## config.mk

```make
export PLATFORM = sky130hd
export DESIGN_NAME = sign_extension
export DESIGN_NICKNAME = d
export VERILOG_FILES = /design/src/rtl/sign_ext_pkg.sv /design/src/rtl/sign_ext_core.sv /design/src/rtl/sign_extension.sv
export SDC_FILE = /design/constraint.sdc
export NUM_CORES = 1
export LEC_CHECK = 0
export CAP_MARGIN = 15
export CORE_ASPECT_RATIO = 1.4
export CORE_UTILIZATION = 32
export DETAILED_ROUTE_END_ITERATION = 16
export HOLD_SLACK_MARGIN = 0.02
export PLACE_DENSITY_LB_ADDON = 0.3
export SYNTH_ARGS = -nofsm -noshare
export SYNTH_HDL_FRONTEND = slang
export SYNTH_SLANG_ARGS = --single-unit
```

## constraint.sdc

```tcl
create_clock -name clk -period 2.3 [get_ports clk]
set_clock_uncertainty 0.05 [all_clocks]
set_input_delay 0.575 -clock clk [delete_from_list [all_inputs] [get_ports clk]]
set_output_delay 0.575 -clock clk [all_outputs]
set_load 0.005 [all_outputs]
```

## src/rtl/sign_ext_pkg.sv

```systemverilog
// Shared types and defaults for the immediate/halfword extender.
// Extension modes and default datapath widths.
package sign_ext_pkg;

  typedef enum logic [1:0] {
    SEXT_HALF = 2'b00,
    ZEXT_HALF = 2'b01,
    SEXT_BYTE = 2'b10,
    ZEXT_BYTE = 2'b11
  } ext_mode_t;

  localparam int DEF_IN_WIDTH  = 16;
  localparam int DEF_OUT_WIDTH = 32;

  localparam int BYTE_W = 8;

endpackage

```

## src/rtl/sign_ext_core.sv

```systemverilog
// Combinational sign/zero extension of a halfword or its low byte.
// Unknown or unlisted modes fall back to halfword sign extension.
module sign_ext_core
  import sign_ext_pkg::*;
#(
  parameter int IN_WIDTH  = DEF_IN_WIDTH,
  parameter int OUT_WIDTH = DEF_OUT_WIDTH
) (
  input  logic [IN_WIDTH-1:0]  A,
  input  logic [1:0]           ext_mode,
  output logic [OUT_WIDTH-1:0] Y
);

  logic [BYTE_W-1:0] w_byte;
  logic              w_half_msb;
  logic              w_byte_msb;

  assign w_byte     = A[BYTE_W-1:0];
  assign w_half_msb = A[IN_WIDTH-1];
  assign w_byte_msb = A[BYTE_W-1];

  always_comb begin
    Y = {{(OUT_WIDTH-IN_WIDTH){w_half_msb}}, A};
    case (ext_mode)
      ZEXT_HALF:
        Y = {{(OUT_WIDTH-IN_WIDTH){1'b0}}, A};
      SEXT_BYTE:
        Y = {{(OUT_WIDTH-BYTE_W){w_byte_msb}},
             w_byte};
      ZEXT_BYTE:
        Y = {{(OUT_WIDTH-BYTE_W){1'b0}}, w_byte};
      default:
        Y = {{(OUT_WIDTH-IN_WIDTH){w_half_msb}}, A};
    endcase
  end

endmodule

```

## src/rtl/sign_extension.sv

```systemverilog
// Immediate widener: combinational result plus a 1-cycle registered copy.
// B holds its last value when no new input is valid.
module sign_extension
  import sign_ext_pkg::*;
#(
  parameter int IN_WIDTH  = DEF_IN_WIDTH,
  parameter int OUT_WIDTH = DEF_OUT_WIDTH
) (
  input  logic                 clk,
  input  logic                 reset,
  input  logic                 in_valid,
  input  logic [1:0]           ext_mode,
  input  logic [IN_WIDTH-1:0]  A,
  output logic [OUT_WIDTH-1:0] B_comb,
  output logic [OUT_WIDTH-1:0] B,
  output logic                 out_valid
);

  generate
    if (IN_WIDTH < BYTE_W) begin : g_bad_in
      $error("IN_WIDTH must be >= 8");
    end
    if (OUT_WIDTH <= IN_WIDTH) begin : g_bad_out
      $error("OUT_WIDTH must exceed IN_WIDTH");
    end
  endgenerate

  logic [OUT_WIDTH-1:0] w_ext;
  logic [OUT_WIDTH-1:0] r_b;
  logic                 r_valid;

  sign_ext_core #(
    .IN_WIDTH  (IN_WIDTH),
    .OUT_WIDTH (OUT_WIDTH)
  ) u_core (
    .A        (A),
    .ext_mode (ext_mode),
    .Y        (w_ext)
  );

  // Reset wins over a simultaneous capture.
  always_ff @(posedge clk) begin
    if (reset) begin
      r_b     <= '0;
      r_valid <= 1'b0;
    end else begin
      r_valid <= in_valid;
      if (in_valid) begin
        r_b <= w_ext;
      end
    end
  end

  assign B_comb    = w_ext;
  assign B         = r_b;
  assign out_valid = r_valid;

endmodule

```

# After elaboration in Yosys (flattened, before gate mapping)
# Cells that the tools add are included.
# classes
n_eq_ne	3
muxes	1
# op_table
operator	n
32-bit one-hot mux with 3 select lines	1
2-bit equality test, second input constant	2
2-bit by 1-bit equality test with 1-bit output, second input constant	1
# word_totals
regBits	33

# Depth between registers and ports, before layout
# Gate-level depths: netlist of the first run.
# logic_depth
word_depth	2
mapped_depth	4

# Hierarchy
# From an unflattened synthesis of the first run, not the netlist that was laid out.
# unflattened
hier_cells	149
area_unflattened_um2	1497.7
# by_module_without_submodules
module	seq_area_each_um2	instances	cells_per_inst	area_each_um2
sign_extension	660.6	1	106	1202.4
sign_ext_core	0.0	1	43	295.3

# Worst setup path after synthesis of the first run
# No wires, ideal clock.
# synth_timing
kind	input -> output
from	in ext_mode[1]
to	out B_comb[17]
arrival_ps	1639
path_slack_ps	36
cell_stages	4
t_required_ps	1675
cell_sequence	buf_4 -> mux2i_1 -> nor2_1 -> buf_4
# synth_via
elab_chain_len	2
# synth_lines
element	line	text
from (decl)	sign_extension.sv:12	input logic [1:0] ext_mode,
2-bit equality test / 2-bit by 1-bit equality test with 1-bit output (equally long branches)	sign_ext_core.sv:24	case (ext_mode)
32-bit one-hot mux with 3 select lines (*)	sign_ext_core.sv:24	
to (decl)	sign_extension.sv:14	output logic [OUT_WIDTH-1:0] B_comb,
# Every way passes the cells marked *; elsewhere a longest branch is shown, timed or not.

# Final worst setup path of the first run
# layout_timing
from	in A[15]
to	out B_comb[21]
# layout_via
elab_chain_len	1
# layout_lines
element	line	text
from (decl)	sign_extension.sv:13	input logic [IN_WIDTH-1:0] A,
32-bit one-hot mux with 3 select lines	sign_ext_core.sv:24	
# No other way between the ends.

==> impl_metrics.env, run 1 <==
export IMPL_status="finished, final reports clean"
export IMPL_p_leak_uw=0.000870
export IMPL_p_int_uw=656
export IMPL_drive_above_1_share_pct=18.3
export IMPL_switching_share_pct=24.0
export IMPL_worstPathCellList="dlygate4sd2_1 > mux2i_4 > nor2_4 > buf_12 > buf_4 > dlygate4sd2_1"
export IMPL_fill_cells=296
export IMPL_max_cap_violations=0
export IMPL_dieArea_sq_mm=0.00356
export IMPL_setup_viol=0
export IMPL_die_w_um=50.7
export IMPL_startpoint="A[15]"
export IMPL_total_power_uw=862
export IMPL_synth_fp_nets=139
export IMPL_synth_area_leader_cell="dfxtp_1"
export IMPL_yosys_warnings=0
export IMPL_core_area_sq_mm=0.00315
export IMPL_gp_congestion=0.717
export IMPL_max_freq_mhz=445
export IMPL_syn_inst=118
export IMPL_final_antenna_net_count=0
export IMPL_met3WireLength_um=174
export IMPL_yosys_area_top_type_share_pct=33.9
export IMPL_vias=1019
export IMPL_synth_seq_cells=18
export IMPL_crit_path_end_kind="output port"
export IMPL_n_antenna_cell=0
export IMPL_area_delta_synth_final_pct=75.7
export IMPL_p_comb_share_pct=30.7
export IMPL_numPortBuffers=85
export IMPL_min_period_over_period_pct=97.8
export IMPL_syn_area_sq_mm=0.00106
export IMPL_p_sw_uw=206
export IMPL_ctsHoldBuffers=0
export IMPL_num_rows=24
export IMPL_syn_avg_cell_area_sq_um=9.00
export IMPL_yosysSeqAreaShare_pct=33.9
export IMPL_multi_input_area_sq_um=400
export IMPL_cp_max_fo=7
export IMPL_hold_violations=0
export IMPL_grt_max_degree=19
export IMPL_synth_area_leaders="dfxtp_1 34%, buf_4 28%, mux2i_1 8.5%"
export IMPL_rsz0062_at_grt="false"
export IMPL_ys_types=15
export IMPL_worstMarginPinSlew_ps=456
export IMPL_dp_hpwl_um=2120
export IMPL_path_class="input port to output port"
export IMPL_pwr_share_seq_pct=39.9
export IMPL_cts_buffers=3
export IMPL_relSlewSlack_pct=69.6
export IMPL_hp_class="register to register"
export IMPL_root_buffer="clkbuf_8"
export IMPL_io_pins=86
export IMPL_seq_area_sq_um=360
export IMPL_routed_wl_um=2800
export IMPL_htree_levels=1
export IMPL_r2r_start="B[30]"
export IMPL_fin_util_pct=59.2
export IMPL_drt_iter0_markers=5
export IMPL_cts_tree="yes"
export IMPL_slowest_stage="dlygate4sd2_1"
export IMPL_antenna_found_initial=0
export IMPL_wl_per_cell_um=12.5
export IMPL_slew_violations=0
export IMPL_wl_met2_um=1630
export IMPL_max_stage_delay_ps=270
export IMPL_grt_overflow_total=0
export IMPL_crit_top_cell="dlygate4sd2_1"
export IMPL_hold_path_startpoint="B[8]"
export IMPL_cp_required_ps=1670
export IMPL_power_density_mw_per_mm2=462
export IMPL_post_drt_via_cell_ratio=4.53
export IMPL_nNetsFinal=208
export IMPL_ir_drop_mv=0.261
export IMPL_highest_layer="met4"
export IMPL_numClockSinks=18
export IMPL_gr_usage_all_layers_pct=16.8
export IMPL_grt_pass1_vias=1028
export IMPL_clock_path_buffers=2
export IMPL_firstDrtPassIters=3
export IMPL_grt_first_pass_wirelength_um=4570
export IMPL_drcViolationCount=0
export IMPL_start_util_pct=33.7
export IMPL_clock_power_share_pct=29.4
export IMPL_dieHeight_um=70.2
export IMPL_finalCriticalPeriod_ps=2250
export IMPL_met1_length_um=962
export IMPL_cts_reportedPaths_clkPinSlew_ps=70
export IMPL_startpoint_type="input port"
export IMPL_clock_latency_ps=250
export IMPL_cp_arrival_ps=1620
-- layer usage --
layer / track usage, % / up-vias
met5: 0 / -
met4: 8.95 / 0
met3: 1.96 / 2
met2: 33.5 / 51
met1: 15.7 / 481
li1: - / 485
-- placed cells by master (no fill, tap or decap) --
master	n
nor2_1	16
nor2_4	1
clkbuf_8	4
dlygate4sd2_1	26
inv_1	1
or3b_1	1
nand2_1	8
nand2b_1	8
buf_2	1
nor2b_1	1
buf_12	1
o32ai_1	1
clkdlybuf4s50_1	57
a311oi_2	2
nand3b_4	2
mux2i_4	1
mux2i_1	8
a311oi_1	6
buf_4	22
dfxtp_1	18
clkdlybuf4s15_1	1
-- cells by family (layout without fill, tap and decap cells) --
logic type / after synthesis / count (layout) / share of synthesized area, %
AOI/OAI and AO/OA: 9 / 9 / 8.60
buffers and inverters: 46 / 113 / 32.2
DFF: 18 / 18 / 33.9
muxes: 9 / 9 / 8.48
and+or+nand+nor: 36 / 37 / 16.8
-- registers in the layout, indices dropped and copies added (netlist names) --
name / flops
out_valid: 1
B: 17
-- cell usage after synthesis --
cell type and instances:
buf_4 40, dfxtp_1 18, nor2_1 17, mux2i_1 9, nand2_1 8, nand2b_1 8
a311oi_1 6, buf_2 3, a311oi_2 2, buf_6 2, inv_1 1, nand3b_4 1
nor2b_1 1, o32ai_1 1, or3b_1 1
-- power groups by stage --
stage               logic [uW]  registers [uW]  clock network [uW]
floorplan                  121             352                   0
global placement           261             349                   0
detailed placement         266             351                   0
CTS                        264             344                 261
global route               287             346                 271
finish                     265             344                 253
-- through the flow --
stage | hold slack, ps | worst slack, ps | instances | instance area (sq um) | TNS, ps
after floorplan | 426 | 36.3 | 118 | 1060 | 0
after global placement | 424 | -683 | 213 | 1740 | -13270
after detailed placement | 434 | -819 | 213 | 1740 | -15340
after CTS | 444 | 20.1 | 224 | 1860 | 0
after global routing | 458 | 7.05 | 225 | 1870 | 0
final | 442 | 50.9 | 225 | 1870 | 0
-- worst paths after layout --
| check | to | slack [ps] | cells after the start |
|---|---|---|---|
| setup reg to reg | B[30] | 1230 | 2 |
| hold / removal | B[8] | 440 | 2 |
| setup / recovery | B_comb[21] | 50 | 6 |
| hold reg to reg | B[8] | 440 | 2 |
-- cell type report --
type	count	area share, %
tap	39	2.61
timing repair buffer	108	53.5
multi-input combinational	55	21.4
inverter	1	0.201
sequential	18	19.3
clock buffer	4	2.95
-- worst max-delay path, delay by kind of cell --
kind / cells / cell delay, ps
simple gates: 1 / 70
buf+inv: 4 / 790
mux: 1 / 180
-- timing repair --
action                     in CTS  in global routing
gates cloned                    1                  0
pin swaps                       1                  0
resized for setup              35                  2
buffers inserted                6                  1
setup endpoints to repair      25                 14
No activity file was read; power rests on OpenSTA's default activity.
==> run 2: changes to the inputs <==
--- a/config.mk
+++ b/config.mk
@@ -5,7 +5,7 @@
 export SDC_FILE = /design/constraint.sdc
 export NUM_CORES = 1
 export LEC_CHECK = 0
-export CAP_MARGIN = 15
+export CAP_MARGIN = 20
 export CORE_ASPECT_RATIO = 1.4
 export CORE_UTILIZATION = 32
 export DETAILED_ROUTE_END_ITERATION = 16
==> results of run 2 <==
No change in the layout: final DEF, timing and power equal those of run 1.
==> run 3: changes to the inputs <==
--- a/config.mk
+++ b/config.mk
@@ -7,6 +7,7 @@
 export LEC_CHECK = 0
 export CAP_MARGIN = 20
 export CORE_ASPECT_RATIO = 1.4
+export CORE_MARGIN = 1
 export CORE_UTILIZATION = 32
 export DETAILED_ROUTE_END_ITERATION = 16
 export HOLD_SLACK_MARGIN = 0.02
==> constraint.sdc (replaced) <==
create_clock -name clk -period 2.3 [get_ports clk]
set_clock_uncertainty 0.05 [all_clocks]
set_input_delay 0.575 -clock clk [delete_from_list [all_inputs] [get_ports clk]]
set_output_delay 0.575 -clock clk [all_outputs]
set_load 0.02 [all_outputs]
==> impl_metrics.env, run 3 (synthesis gave the netlist of run 1 again) <==
export IMPL_dp_hpwl_um=2000
export IMPL_drt_iter0_markers=14
export IMPL_grt_first_pass_wirelength_um=4220
export IMPL_firstDrtPassIters=4
export IMPL_rsz0062_at_grt="false"
export IMPL_endpoint="B_comb[3]"
export IMPL_r2r_start="B[30]"
export IMPL_drcViolationCount=0
export IMPL_num_rows=24
export IMPL_met3WireLength_um=245
export IMPL_crit_top_cell="clkdlybuf4s50_1"
export IMPL_worstPathCellList="clkdlybuf4s50_1 > clkdlybuf4s50_1"
export IMPL_antenna_found_initial=0
export IMPL_placed_cells=209
export IMPL_relSlewSlack_pct=70.1
export IMPL_path_class="input port to output port"
export IMPL_cp_arrival_ps=1650
export IMPL_nNetsFinal=199
export IMPL_dieHeight_um=70.2
export IMPL_ir_drop_mv=0.284
export IMPL_cts_buffers=3
export IMPL_p_leak_uw=0.000824
export IMPL_core_area_sq_mm=0.00315
export IMPL_final_cell_mix="51 x clkdlybuf4s50_1, 18 x dfxtp_1, 18 x buf_2"
export IMPL_rr_endpoint="B[30]"
export IMPL_drive_above_1_share_pct=27.1
export IMPL_cp_required_ps=1670
export IMPL_grt_pass1_vias=944
export IMPL_p_sw_uw=277
export IMPL_htree_levels=1
export IMPL_hold_violations=0
export IMPL_highest_layer="met4"
export IMPL_p_int_uw=638
export IMPL_n_antenna_cell=0
export IMPL_cp_max_fo=2
export IMPL_pwr_share_seq_pct=37.5
export IMPL_vias=963
export IMPL_gp_congestion=0.653
export IMPL_post_drt_via_cell_ratio=4.46
export IMPL_cpLargestDelayFamily="buffers and inverters"
export IMPL_slowest_stage="clkdlybuf4s50_1"
export IMPL_power_density_mw_per_mm2=527
export IMPL_dieArea_sq_mm=0.00356
export IMPL_die_w_um=50.7
export IMPL_cp_depth=2
export IMPL_final_antenna_net_count=0
export IMPL_root_buffer="clkbuf_8"
export IMPL_wl_met2_um=1480
export IMPL_max_freq_mhz=439
export IMPL_grt_max_degree=28
export IMPL_cts_tree="yes"
export IMPL_crit_path_end_kind="output port"
export IMPL_io_pins=86
export IMPL_p_comb_share_pct=35.1
export IMPL_setup_viol=0
export IMPL_numPortBuffers=85
export IMPL_max_cap_violations=0
export IMPL_layout_commonest_cell="clkdlybuf4s50_1"
export IMPL_cts_reportedPaths_clkPinSlew_ps=70
export IMPL_grt_overflow_total=0
export IMPL_min_period_over_period_pct=99.0
export IMPL_numClockSinks=18
export IMPL_fin_cells=216
export IMPL_wl_per_cell_um=12.5
export IMPL_reg2reg_depth=2
export IMPL_status="finished, final reports clean"
export IMPL_hp_class="register to register"
export IMPL_slew_violations=0
export IMPL_switching_share_pct=30.3
export IMPL_start_util_pct=33.7
export IMPL_clock_path_buffers=2
export IMPL_largest_reg_flops=17
export IMPL_max_stage_delay_ps=600
export IMPL_startpoint="A[3]"
export IMPL_crit_buf_inv=2
export IMPL_clock_latency_ps=240
export IMPL_finalCriticalPeriod_ps=2280
export IMPL_startpoint_type="input port"
export IMPL_worstMarginPinSlew_ps=447
export IMPL_clock_power_share_pct=27.4
export IMPL_hold_ws_ps=441
export IMPL_met1_length_um=957
export IMPL_gr_usage_all_layers_pct=15.4
export IMPL_routed_wl_um=2710
export IMPL_area_delta_synth_final_pct=63.5
export IMPL_r2r_slack_ps=1220
[run 3: changes by cell type in the layout (fill, tap and decap cells not counted), sizes merged]
cell           change
nand3b             -1
dlymetal6s2s       +6
dlygate4sd2       -22
clkbuf             +3
clkdlybuf4s15      +2
buf                +8
clkdlybuf4s50      -6
nor2               +1
[run 3: worst min-delay path by stage]
stage	endpoint	startpoint	cells after the start	slack, ps
6_report	B[2]	B[2]	2	440
5_1_grt	B[7]	B[7]	2	480
4_1_cts	B[9]	B[9]	2	450
3_5_place_dp	B[9]	B[9]	2	430
3_3_place_gp	B[9]	B[9]	2	420
2_1_floorplan	B[13]	B[13]	2	500
[run 3: worst min-delay path: cells and delay by family, from the launching register on]
family / cells / cell delay, ps
flip-flops: 1 / 330
multiplexers: 1 / 60
AND/OR/NAND/NOR: 1 / 70
[run 3: per-layer routing]
| metal | global-route usage, % | vias up |
|---|---|---|
| li1 | - | 466 |
| met1 | 15.1 | 439 |
| met4 | 5.56 | 0 |
| met5 | 0 | - |
| met3 | 2.18 | 2 |
| met2 | 30.8 | 56 |
[run 3: cell type report]
| type | instances | area (sq um) |
|---|---|---|
| fill | 311 | 1420 |
| sequential | 18 | 360 |
| timing repair buffer | 99 | 877 |
| multi-input combinational | 55 | 392 |
| tap | 39 | 48.8 |
| clock buffer | 4 | 55.1 |
| inverter | 1 | 3.75 |
[run 3: power groups by stage]
stage          clock network (uW)  registers [uW]  logic, uW
2_1_floorplan                   0             374        178
3_3_place_gp                    0             349        337
3_5_place_dp                    0             350        341
4_1_cts                       258             344        327
5_1_grt                       273             347        339
6_report                      251             343        321
[run 3: timing repair]
action	4_1_cts	5_1_grt
cloned	1	0
pin swaps	1	0
hold buffers	0	0
buffers inserted	2	0
setup endpoints to repair	25	9
hold endpoints to repair	0	0
gates resized for setup	95	9
[run 3: through the flow]
stage / util [%] / cell area (sq um) / power, uW / setup slack (ps) / setup TNS (ps)
6_report: 55.1 / 1740 / 915 / 22.9 / 0
5_1_grt: 55.1 / 1740 / 959 / 1.36 / 0
4_1_cts: 55.1 / 1740 / 929 / 12.0 / 0
3_5_place_dp: 54.8 / 1730 / 692 / -654 / -14310
3_3_place_gp: 54.8 / 1730 / 686 / -614 / -13590
2_1_floorplan: - / 1060 / 552 / 82.0 / 0
